[src/rtl/ram_pkg.sv]
// Shared types and constants for the byte-enable simple dual-port RAM and its clear engine.
package ram_pkg;

  localparam int unsigned BYTE_W         = 8;
  localparam int unsigned DEF_ADDR_WIDTH = 4;
  localparam int unsigned DEF_DATA_WIDTH = 32;
  localparam int unsigned DEF_DEPTH      = 16;

  typedef enum logic {
    RDW_READ_FIRST  = 1'b0,
    RDW_WRITE_FIRST = 1'b1
  } rdw_mode_e;

  typedef enum logic [1:0] {
    IDLE  = 2'd0,
    CLEAR = 2'd1,
    DONE  = 2'd2
  } clr_state_e;

endpackage

[src/rtl/ram_clr_fsm.sv]
// Sequential clear engine: walks the array writing zeros, then pulses done for one cycle.
module ram_clr_fsm
  import ram_pkg::*;
#(
  parameter int unsigned ADDR_WIDTH   = DEF_ADDR_WIDTH,
  parameter int unsigned DEPTH        = DEF_DEPTH,
  parameter int unsigned CLR_ON_RESET = 1
) (
  input  logic                  i_clk,
  input  logic                  i_rst_n,
  input  logic                  i_clr_req,
  output logic                  o_clr_busy,
  output logic                  o_clr_done,
  output logic                  o_clr_we,
  output logic [ADDR_WIDTH-1:0] o_clr_addr
);

  localparam clr_state_e            LP_RST_STATE = (CLR_ON_RESET != 0) ? CLEAR : IDLE;
  localparam logic [ADDR_WIDTH-1:0] LP_LAST      = ADDR_WIDTH'(DEPTH - 1);

  clr_state_e            r_state, w_state_d;
  logic [ADDR_WIDTH-1:0] r_ptr, w_ptr_d;

  always_ff @(posedge i_clk or negedge i_rst_n) begin
    if (!i_rst_n) begin
      r_state <= LP_RST_STATE;
      r_ptr   <= '0;
    end else begin
      r_state <= w_state_d;
      r_ptr   <= w_ptr_d;
    end
  end

  always_comb begin
    w_state_d = r_state;
    w_ptr_d   = r_ptr;
    case (r_state)
      IDLE: begin
        if (i_clr_req) begin
          w_state_d = CLEAR;
          w_ptr_d   = '0;
        end
      end
      CLEAR: begin
        w_ptr_d = r_ptr + 1'b1;
        if (r_ptr == LP_LAST) w_state_d = DONE;
      end
      DONE:    w_state_d = IDLE;
      default: w_state_d = IDLE;
    endcase
  end

  assign o_clr_busy = (r_state == CLEAR);
  assign o_clr_done = (r_state == DONE);
  assign o_clr_we   = (r_state == CLEAR);
  assign o_clr_addr = r_ptr;

endmodule

[src/rtl/sdp_ram_be.sv]
// Simple dual-port RAM with byte enables, 1/2-cycle read latency, selectable
// read-during-write behaviour, out-of-range protection and a sequential clear engine.
module sdp_ram_be
  import ram_pkg::*;
#(
  parameter int unsigned ADDR_WIDTH   = DEF_ADDR_WIDTH,
  parameter int unsigned DATA_WIDTH   = DEF_DATA_WIDTH,
  parameter int unsigned DEPTH        = DEF_DEPTH,
  parameter int unsigned RD_LATENCY   = 1,
  parameter int unsigned RDW_MODE     = 0,
  parameter int unsigned CLR_ON_RESET = 1
) (
  input  logic                         clk,
  input  logic                         rst_n,
  input  logic                         we,
  input  logic [ADDR_WIDTH-1:0]        wr_addr,
  input  logic [DATA_WIDTH/BYTE_W-1:0] wr_be,
  input  logic [DATA_WIDTH-1:0]        wr_din,
  input  logic                         re,
  input  logic [ADDR_WIDTH-1:0]        rd_addr,
  output logic [DATA_WIDTH-1:0]        rd_dout,
  output logic                         rd_valid,
  input  logic                         clr_req,
  output logic                         clr_busy,
  output logic                         clr_done,
  output logic                         acc_drop
);

  localparam int unsigned         LP_NBYTES    = DATA_WIDTH / BYTE_W;
  localparam logic [ADDR_WIDTH:0] LP_DEPTH_CMP = (ADDR_WIDTH + 1)'(DEPTH);
  localparam bit                  LP_WR_FIRST  = (RDW_MODE == 32'(RDW_WRITE_FIRST));

  if (DATA_WIDTH % BYTE_W != 0) begin : g_err_dw
    $fatal(1, "sdp_ram_be: DATA_WIDTH must be a multiple of 8");
  end
  if (DEPTH > (1 << ADDR_WIDTH)) begin : g_err_depth
    $fatal(1, "sdp_ram_be: DEPTH exceeds 2**ADDR_WIDTH");
  end
  if (RD_LATENCY != 1 && RD_LATENCY != 2) begin : g_err_lat
    $fatal(1, "sdp_ram_be: RD_LATENCY must be 1 or 2");
  end

  logic                  w_clr_busy, w_clr_we;
  logic [ADDR_WIDTH-1:0] w_clr_addr;
  logic                  w_wr_en, w_rd_en, w_rd_in_range, w_rdw_hit;
  logic [DATA_WIDTH-1:0] w_rd_word;

  logic [DATA_WIDTH-1:0] r_mem [DEPTH];
  logic [DATA_WIDTH-1:0] r_s1_data;
  logic                  r_s1_vld;
  logic                  r_acc_drop;

  ram_clr_fsm #(
    .ADDR_WIDTH  (ADDR_WIDTH),
    .DEPTH       (DEPTH),
    .CLR_ON_RESET(CLR_ON_RESET)
  ) u_clr_fsm (
    .i_clk     (clk),
    .i_rst_n   (rst_n),
    .i_clr_req (clr_req),
    .o_clr_busy(w_clr_busy),
    .o_clr_done(clr_done),
    .o_clr_we  (w_clr_we),
    .o_clr_addr(w_clr_addr)
  );

  assign clr_busy      = w_clr_busy;
  assign w_wr_en       = we && !w_clr_busy && ({1'b0, wr_addr} < LP_DEPTH_CMP);
  assign w_rd_en       = re && !w_clr_busy;
  assign w_rd_in_range = ({1'b0, rd_addr} < LP_DEPTH_CMP);
  assign w_rdw_hit     = LP_WR_FIRST && w_wr_en && w_rd_in_range && (wr_addr == rd_addr);

  // No reset on the array so it can map to block RAM; the clear engine zeroes it.
  always_ff @(posedge clk) begin
    if (w_clr_we) begin
      r_mem[w_clr_addr] <= '0;
    end else if (w_wr_en) begin
      for (int i = 0; i < LP_NBYTES; i++) begin
        if (wr_be[i]) r_mem[wr_addr][i*BYTE_W +: BYTE_W] <= wr_din[i*BYTE_W +: BYTE_W];
      end
    end
  end

  always_comb begin
    w_rd_word = w_rd_in_range ? r_mem[rd_addr] : '0;
    if (w_rdw_hit) begin
      for (int i = 0; i < LP_NBYTES; i++) begin
        if (wr_be[i]) w_rd_word[i*BYTE_W +: BYTE_W] = wr_din[i*BYTE_W +: BYTE_W];
      end
    end
  end

  always_ff @(posedge clk or negedge rst_n) begin
    if (!rst_n) begin
      r_s1_data  <= '0;
      r_s1_vld   <= 1'b0;
      r_acc_drop <= 1'b0;
    end else begin
      r_s1_vld   <= w_rd_en;
      r_acc_drop <= w_clr_busy && (we || re);
      if (w_rd_en) r_s1_data <= w_rd_word;
    end
  end

  assign acc_drop = r_acc_drop;

  if (RD_LATENCY == 2) begin : g_lat2
    logic [DATA_WIDTH-1:0] r_s2_data;
    logic                  r_s2_vld;

    always_ff @(posedge clk or negedge rst_n) begin
      if (!rst_n) begin
        r_s2_data <= '0;
        r_s2_vld  <= 1'b0;
      end else begin
        r_s2_vld <= r_s1_vld;
        if (r_s1_vld) r_s2_data <= r_s1_data;
      end
    end

    assign rd_dout  = r_s2_data;
    assign rd_valid = r_s2_vld;
  end else begin : g_lat1
    assign rd_dout  = r_s1_data;
    assign rd_valid = r_s1_vld;
  end

endmodule

[config.mk]
export PLATFORM = sky130hd
export DESIGN_NAME = sdp_ram_be
export DESIGN_NICKNAME = d
export VERILOG_FILES = /design/src/rtl/ram_pkg.sv /design/src/rtl/ram_clr_fsm.sv /design/src/rtl/sdp_ram_be.sv
export SDC_FILE = /design/constraint.sdc
export NUM_CORES = 1
export LEC_CHECK = 0
export CAP_MARGIN = 0
export CORE_MARGIN = 1
export CORE_UTILIZATION = 61
export CTS_BUF_LIST = sky130_fd_sc_hd__clkbuf_16
export CTS_CLUSTER_DIAMETER = 100
export DETAILED_ROUTE_END_ITERATION = 6
export PLACE_DENSITY_LB_ADDON = 0.1
export SYNTH_ARGS = -nofsm -noshare
export SYNTH_HDL_FRONTEND = slang
export SYNTH_SLANG_ARGS = --single-unit
[constraint.sdc]
create_clock -name clk -period 4.9 [get_ports clk]
set_input_delay 0.49 -clock clk [delete_from_list [all_inputs] [get_ports clk]]
set_output_delay 0.49 -clock clk [all_outputs]
set_load 0.05 [all_outputs]
==> run metrics, run 1 <==
worst-skew pair later-pin latency 0.57 ns; critical path's slowest cell nor3_1; Leakage about 8.4 nW; Final period util 0.7302; CTS tree built; Num CTS Buffers between 50 and 60; max_cap viols 0; Max-slew headroom 0.1194; Starting DRT DRC Count roughly 950; r2r setup slk 1.32 ns; post-CTS setup buffers 0; Initial Util 0.6255; Pre-antenna DRT Iters 5; Synth Area per Inst ~20 µm²; nets 1250; first-pass GRT wire length 70640 µm; VDD IR max 0.0006704 V; initial antenna violation count 0; hold buffers post-CTS 0; PortBufs 84; Area growth, synth to finish 13.53%; Worst Path Buf+Inv 0; vias in the first global route approximately 11000; DR WL/cell around 28 µm; clock transition at the registers of the reported paths around 0.06 ns; post-CTS sizing 0; pwr dens ~560 nW/µm²; post-synthesis net count ~1100; critical path cell sequence nand2b_1 -> and3_2 -> mux2i_4 -> nor3_1; crit end category flop; Ports 85; Yosys cell types 39; Setup TNS Final 0 ns; Max Clock Skew ~0.018 ns; post-route cell area roughly 25000 µm²; Max Freq ~280 MHz; H-tree Lvls 2; GRT overflow 0; chip width around 190 µm; Via density 6.521; dpl ws approximately 0.85 ns; Crit path largest cell delay between 1 and 1.5 ns; Die Span Y roughly 190 µm; Worst Path Required between 5 and 6 ns; top-area cell type share of the netlist area 0.7064; critical path class reg -> reg; Worst Max-Slew Pin Slew roughly 1.3 ns; Final HPWL DP between 20000 and 30000 µm; CP Launch Type flop; Crit path max-delay family simple AND/OR/NAND/NOR gates; cell row count slightly below 70; pin count of the biggest net entering global routing roughly 80; synthesized flop and latch total about 550; final setup margin roughly 1.3 ns; placed cell areas 23120 µm²; CP max FO 22; clk buf depth 3; worst min path class in -> async; gp weighted congestion a little under 0.8; status completed; Die ar. roughly 36000 µm²; filler cell count ~2100; post-synthesis sequential area ratio 0.7524; share of layout cells above drive strength 1 0.2242; Final Hold Viols 0; total core area between 30000 and 40000 µm²; Max Slew Vio Count 0; # diodes 0; Routed Antenna Nets 0; CTS root buf clkbuf_16; Via Count approximately 11000; DRC violation count after routing 0; synth top area cells edfxtp_1, mux4_2, dfrtp_1, mux2_2, mux2i_1; Sinks on Clock Net 552; CP Data Arrival Time between 3 and 4 ns; post-synth top area cell edfxtp_1; Netlist Area Pre-Place between 20000 and 25000 µm²; Final setup viols 0; total global-route track usage 0.2706; RSZ-0062 raised after global routing no; synth warn 0; Cells after Synth approximately 1100; WL final roughly 48000 µm; Final min period between 3 and 4 ns
==> where the power goes <==
| part | leakage (nW) | switching (mW) | total [mW] | internal [mW] |
|---|---|---|---|---|
| Clock | 0.823 | 1.66 | 3.77 | 2.11 |
| Sequential | 5.30 | 0.318 | 6.79 | 6.48 |
| Combinational | 2.32 | 2.22 | 3.25 | 1.03 |
==> per-layer routing <==
metal | wire length, µm | part of all wire | track usage
met5 | 0 | 0 | 0
met4 | 908 | 0.019 | 0.06554
met3 | 3232 | 0.068 | 0.04314
met2 | 22980 | 0.48 | 0.4218
met1 | 20490 | 0.43 | 0.4071
==> final timing paths <==
check / from / to / cells after the start
max in group asynchronous: rst_n / rd_dout[17] / 2
hold reg to reg: rd_dout[21] / rd_dout[21] / 1
min in group clk: rd_dout[21] / rd_dout[21] / 1
setup / recovery: u_clr_fsm.r_state[1] / r_mem[0][24] / 4
hold / removal: rst_n / rd_dout[3] / 2
setup reg to reg: u_clr_fsm.r_state[1] / r_mem[0][24] / 4
==> stage by stage <==
| step | hold WS, ns | power (mW) | util | cells |
|---|---|---|---|---|
| 2_1_floorplan | 0.1944 | 8.886 | - | 1099 |
| 3_3_place_gp | 0.4574 | 10.03 | 0.6645 | 1600 |
| 3_5_place_dp | 0.4657 | 10.13 | 0.6645 | 1600 |
| 4_1_cts | 0.04516 | 13.86 | 0.7101 | 1695 |
| 5_1_grt | 0.07625 | 14.28 | 0.7101 | 1695 |
| 6_report | 0.03605 | 13.82 | 0.7101 | 1695 |
==> registers in the layout (all words and copies together) (netlist names) <==
name	flops
u_clr_fsm.r_state	2
u_clr_fsm.o_clr_addr	4
r_mem	512
rd_dout	32
acc_drop	1
rd_valid	1
==> synthesized netlist by cell type, drive strengths merged <==
| cell | number |
|---|---|
| a211o | 11 |
| a211oi | 4 |
| a21o | 21 |
| a21oi | 4 |
| a22o | 3 |
| a2bb2oi | 1 |
| a31oi | 4 |
| a41oi | 1 |
| and2 | 32 |
| and3 | 1 |
| buf | 38 |
| clkbuf | 33 |
| dfrtp | 39 |
| dfstp | 1 |
| edfxtp | 512 |
| ha | 1 |
| inv | 2 |
| mux2 | 58 |
| mux2i | 51 |
| mux4 | 97 |
| nand2 | 5 |
| nand2b | 4 |
| nand3 | 4 |
| nand3b | 2 |
| nor2 | 17 |
| nor2b | 14 |
| nor3 | 83 |
| nor4 | 2 |
| o21ai | 2 |
| o21bai | 1 |
| o22ai | 49 |
| or2 | 1 |
| or4 | 1 |
==> cell usage in the layout (no fill, tap or decap), types with 2 or more instances in the layout <==
cell type        synthesis  layout
inv_1                    2      12
bufinv_16                0       3
buf_6                    6       2
mux2i_4                  4       6
clkbuf_16                0      53
a211oi_1                 4       4
nand2_1                  5       4
nor2_1                  17      17
clkinv_1                 0      16
a211o_1                 11      11
buf_4                    5      31
buf_2                   19       2
and2_1                  32      32
a31oi_4                  2       2
clkdlybuf4s50_1          0      80
buf_12                   0       2
mux2_2                  58      58
nand2b_1                 4       4
a22o_1                   3       3
edfxtp_1               512     512
a21oi_2                  0       4
o21ai_0                  2       2
mux4_2                  97      97
nor2b_1                 14      14
nand3_1                  4       4
a31oi_1                  2       2
nand3b_1                 2       2
nor4_1                   2       2
o22ai_1                 49      49
nor3_1                  83      83
a21o_1                  21      21
mux2i_1                 45      45
dfrtp_1                 39      39
clkinv_2                 0      11
==> logic make-up (layout without fill, tap and decap cells) <==
kind of cell,Yosys count,count (layout),share of synthesized area
fa+ha+maj,1,1,0.0005748
mux,206,206,0.1565
buf+inv,73,214,0.01661
flops,552,552,0.7524
compound gates,101,101,0.03340
simple gates,166,166,0.04053
==> area by class of cell <==
| cell class | count | area [µm²] | share of cell area |
|---|---|---|---|
| clock buffer | 53 | 1326 | 0.05367 |
| timing repair buffer | 117 | 1106 | 0.04476 |
| sequential | 552 | 16380 | 0.6627 |
| tap | 455 | 569.3 | 0.02304 |
| multi-input combinational | 474 | 5064 | 0.2049 |
| clock inverter | 42 | 261.5 | 0.01058 |
| inverter | 2 | 7.507 | 0.0003038 |
Power figures use the tool's default switching activity.
==> inputs of run 2 (changes only) <==
CORE_UTILIZATION = 55   (was 61)
clock period = 3.1 ns   (was 4.9 ns; I/O delays follow)
==> run metrics, run 2 (same netlist as run 1, synthesis figures left out) <==
gp weighted congestion 0.7918 (+1.6%); Sinks on Clock Net 552 (unchanged); Ports 85 (unchanged); CTS root buf clkbuf_16; RR Endpoint r_mem[3][14]; share of layout cells above drive strength 1 0.2728 (+0.04860); WL final 50960 µm (+7.0%); worst min path class in -> async; Final min period 2.905 ns (-0.6726 ns); critical path class reg -> reg; Worst Path Required 3.29 ns (-1.78 ns); CP max FO 14 (-36%); most common cell after layout, fill and taps aside edfxtp_1; total core area 38830 µm² (+12%); Final period util 0.9372 (+0.2070); DR WL/cell 27.62 µm (-1.7%); CP Data Arrival Time 3.10 ns (-0.64 ns); Routed Antenna Nets 0 (unchanged); Max Slew Vio Count 0 (unchanged); status completed; CP Launch Type flop; Num CTS Buffers 52 (-1.9%); worst reg-to-reg path cell count 6 (+2); post-route insts no fill 1845 (+8.8%); Die ar. 40370 µm² (+11%); Via density 6.095 (-6.5%); PortBufs 84 (unchanged); chip width 200.9 µm (+5.3%); crit end category flop; Overall Power 22.76 mW (+65%); r2r setup slk 0.19 ns (-1.13 ns); Initial Util 0.5606 (-0.06490); Max Clock Skew 0.01107 ns (-0.006831 ns); clk buf depth 3 (unchanged); pwr dens 890.6 nW/µm² (+59%); Fin Hold WS 0.4409 ns (+0.4049 ns); total global-route track usage 0.2592 (-0.01140); reg2reg start u_clr_fsm.r_state[1]; Via Count 11250 (+1.7%); pin count of the biggest net entering global routing 60 (-27%); max_cap viols 0 (unchanged); initial antenna violation count 0 (unchanged); VDD IR max 0.0005136 V (-23%); Final HPWL DP 32720 µm (+14%); first-pass GRT wire length 75670 µm (+7.1%); CTS tree built; Area growth, synth to finish 17.43%; Leakage 8.953 nW (+6.0%); Most flops, register r_mem; Pre-antenna DRT Iters 7 (+2); Starting DRT DRC Count 848 (-10%); Final Hold Viols 0 (unchanged); worst-skew pair later-pin latency 0.58 ns (about the same); post-CTS setup buffers 0 (unchanged); RSZ-0062 raised after global routing no; DRC violation count after routing 0 (unchanged); max reg flops 512 (unchanged); cell row count 72 (+5.9%); Max-slew headroom 0.1583 (+0.03894); Die Span Y 200.9 µm (+5.3%); H-tree Lvls 2 (unchanged); dpl cells 1748 (+9.3%); most frequent cells in the layout edfxtp_1, buf_4, mux4_2; Final setup viols 0 (unchanged); # diodes 0 (unchanged); nets 1335 (+6.8%); Max Freq 344.2 MHz (+23%); clock transition at the registers of the reported paths 0.06 ns (about the same); GRT overflow 0 (unchanged); vias in the first global route 11520 (+4.3%); Worst Max-Slew Pin Slew 1.253 ns (-0.05796 ns)
## run 2: layout make-up
| cell class | count | area [µm²] |
|---|---|---|
| sequential | 552 | 16380 |
| fill | 2631 | 13270 |
| multi-input combinational | 474 | 5051 |
| timing repair buffer | 203 | 1792 |
| clock buffer | 53 | 1326 |
| tap | 518 | 648.1 |
| clock inverter | 43 | 357.8 |
| inverter | 2 | 7.507 |
## run 2: how the worst max path moves through the flow
| stage | startpoint | end | slack (ns) | depth (start not counted) |
|---|---|---|---|---|
| after floorplan | u_clr_fsm.r_state[0] | r_mem[13][0] | 0.43 | 6 |
| after global placement | wr_be[2] | r_mem[11][5] | -0.36 | 8 |
| after detailed placement | wr_be[1] | r_mem[11][7] | -0.42 | 8 |
| after CTS | u_clr_fsm.r_state[1] | r_mem[11][5] | 0.01 | 7 |
| after global routing | u_clr_fsm.r_state[1] | r_mem[7][26] | 0.16 | 6 |
| final | u_clr_fsm.r_state[1] | r_mem[3][14] | 0.19 | 6 |
## run 2: timing repair
action | 4_1_cts | 5_1_grt
gates resized for setup | 0 | 1
hold buffers | 1 | 0
setup endpoints to repair | 0 | 2
hold endpoints to repair | 26 | 0
## run 2: metal layers
layer	track usage	share of wire	vias up
met5	0	0	-
met2	0.4087	0.48	392
li1	-	-	4872
met4	0.06679	0.019	0
met1	0.3818	0.44	5906
met3	0.04188	0.058	76
## run 2: critical path, cell delays in order, from the launching register on
cell and delay, ns:
dfrtp_1 0.40, nand2b_1 0.14, and3_2 0.34, buf_4 0.34, a31oi_4 0.14, buf_4 0.18, nor3_1 0.98
## run 2: where the power goes
part           internal [mW]  switching (mW)  leakage (nW)
Clock                   3.66            2.65         0.876
Combinational           2.09            3.64          2.78
Sequential              10.2           0.508          5.30
## run 2: through the flow
step	util	worst slack, ns	instance area [µm²]	setup TNS [ns]
4_1_cts	0.6578	0.01291	25540	0
3_3_place_gp	0.6141	-0.3576	23850	-35.38
3_5_place_dp	0.6141	-0.4163	23850	-42.76
5_1_grt	0.6583	0.1571	25560	0
2_1_floorplan	-	0.4329	21770	0
6_report	0.6583	0.1945	25560	0
==> inputs of run 3 (changes only) <==
CELL_PAD_IN_SITES_DETAIL_PLACEMENT = 1   (was default)
CELL_PAD_IN_SITES_GLOBAL_PLACEMENT = 1   (was default)
CORE_UTILIZATION = 48   (was 55)
==> run metrics, run 3 (same netlist as run 1, synthesis figures left out) <==
status completed; Die ar. 46200 µm² (+14%); Ports 85 (unchanged); met3 wire len 2367 µm (-21%); worst min path class in -> reg; dpl cells 1814 (+3.8%); H-tree Lvls 2 (unchanged); pin count of the biggest net entering global routing 60 (unchanged); RSZ-0062 raised after global routing no; Via density 5.805 (-4.8%); DR WL/cell 27.99 µm (+1.3%); Area growth, synth to finish 18.04%; clock transition at the registers of the reported paths 0.06 ns (about the same); Final setup viols 0 (unchanged); PortBufs 84 (unchanged); most frequent cells in the layout edfxtp_1, buf_4, mux4_2; final core utilization 0.5772 (-0.08104); vias in the first global route 12200 (+5.9%); total global-route track usage 0.2406 (-0.01861); post-CTS setup buffers 0 (unchanged); Final min period 2.759 ns (-0.1460 ns); initial antenna violation count 0 (unchanged); Worst Max-Slew Pin Slew 1.154 ns (-0.09862 ns); post-CTS sizing 0 (unchanged); Pre-antenna DRT Iters 5 (-2); Leakage 8.961 nW (about the same); CTS root buf clkbuf_16; Final HPWL DP 34120 µm (+4.3%); CP Data Arrival Time 2.45 ns (-0.65 ns); CP Launch Type flop; critical path class reg -> out; Setup TNS Final 0 ns (unchanged); Routed Antenna Nets 0 (unchanged); CTS tree built; cell row count 77 (+6.9%); Worst Path Required 2.79 ns (-0.50 ns); Max Freq 362.4 MHz (+5.3%); Metal-1 WL 23700 µm (+5.5%); share of layout cells above drive strength 1 0.2683 (-0.004521); Max Clock Skew 0.01043 ns (-0.0006423 ns); Starting DRT DRC Count 805 (-5.1%); Initial Util 0.4890 (-0.07157); total core area 44510 µm² (+15%); clk buf depth 3 (unchanged); Via Count 11150 (-0.89%); nets 1331 (-0.30%); gp weighted congestion 0.7653 (-3.3%); max_cap viols 0 (unchanged); Final period util 0.8902 (-0.04709); most common cell after layout, fill and taps aside edfxtp_1; crit end category output port; Sinks on Clock Net 552 (unchanged); first-pass GRT wire length 80610 µm (+6.5%); met2 WL 26620 µm (+8.4%); CP max FO 11 (-3); Die Span Y 214.9 µm (+7.0%); WL final 53740 µm (+5.5%); GRT overflow 0 (unchanged); VDD IR max 0.0004124 V (-20%); max reg flops 512 (unchanged); top layer in use met4; pwr dens 894.2 nW/µm² (+0.40%); Max Slew Vio Count 0 (unchanged); worst-skew pair later-pin latency 0.60 ns (+0.02 ns); chip width 214.9 µm (+7.0%); Most flops, register r_mem; Num CTS Buffers 56 (+7.7%); Max-slew headroom 0.2305 (+0.07218); DRC violation count after routing 0 (unchanged); Final Hold Viols 0 (unchanged); post-route insts no fill 1920 (+4.1%)
-- run 3: cell types whose count changed in the layout (fill, tap and decap cells not counted), sizes merged --
cell,previous run,this run
clkbuf,53,57
clkinvlp,1,4
buf,122,114
bufinv,7,4
clkinv,21,25
diode,0,1
-- run 3: per-layer routing --
| metal | global-route usage | vias up |
|---|---|---|
| li1 | - | 4866 |
| met1 | 0.3381 | 5925 |
| met2 | 0.3953 | 277 |
| met3 | 0.03878 | 78 |
| met4 | 0.05929 | 0 |
| met5 | 0 | - |
-- run 3: worst paths after layout --
| kind | startpoint | end | slack [ns] | depth (start not counted) |
|---|---|---|---|---|
| hold / removal | rd_addr[0] | rd_dout[4] | 0.36 | 4 |
| setup reg to reg | u_clr_fsm.r_state[0] | r_mem[11][25] | 0.65 | 6 |
| min in group asynchronous | rst_n | rd_dout[23] | 0.48 | 2 |
| max in group asynchronous | rst_n | rd_dout[3] | 1.81 | 3 |
| setup / recovery | u_clr_fsm.r_state[0] | clr_busy | 0.34 | 4 |
| hold reg to reg | rd_dout[9] | rd_dout[9] | 0.48 | 1 |
-- run 3: report_power, final --
group	leakage (nW)	switching [mW]	internal (mW)
clock	0.893	2.80	3.65
combinational	2.77	3.72	2.08
sequential	5.30	0.527	10.2
total	8.96	7.05	15.9
-- run 3: cell type report --
cell class	count	area, µm²
tap	592	740.7
inverter	2	7.507
antenna	1	2.502
timing repair buffer	195	1794
sequential	552	16380
fill	3935	18820
clock inverter	47	314.1
multi-input combinational	474	5031
clock buffer	57	1426
-- run 3: metrics by stage --
stage | total power, mW | area, µm² | hold WS, ns | worst slack, ns
floorplan | 14.05 | 21770 | 0.01441 | 0.4329
global placement | 16.51 | 23940 | 0.4585 | 0.03577
detailed placement | 16.74 | 23940 | 0.4675 | 0.01384
CTS | 23.19 | 25690 | 0.3369 | 0.3081
global route | 23.82 | 25690 | 0.3515 | 0.2384
finish | 22.97 | 25690 | 0.3582 | 0.3405
-- run 3: critical path: stages (launching register included) --
cell and delay [ns]:
dfstp_2 0.58, nand2b_1 0.09, buf_4 0.19, inv_1 0.16
clkdlybuf4s50_1 0.84
-- run 3: repair_timing --
| item | 4_1_cts | 5_1_grt |
|---|---|---|
| setup endpoints to repair | 0 | 0 |
| hold buffers | 1 | 0 |
| endpoints found under the hold margin | 30 | 0 |
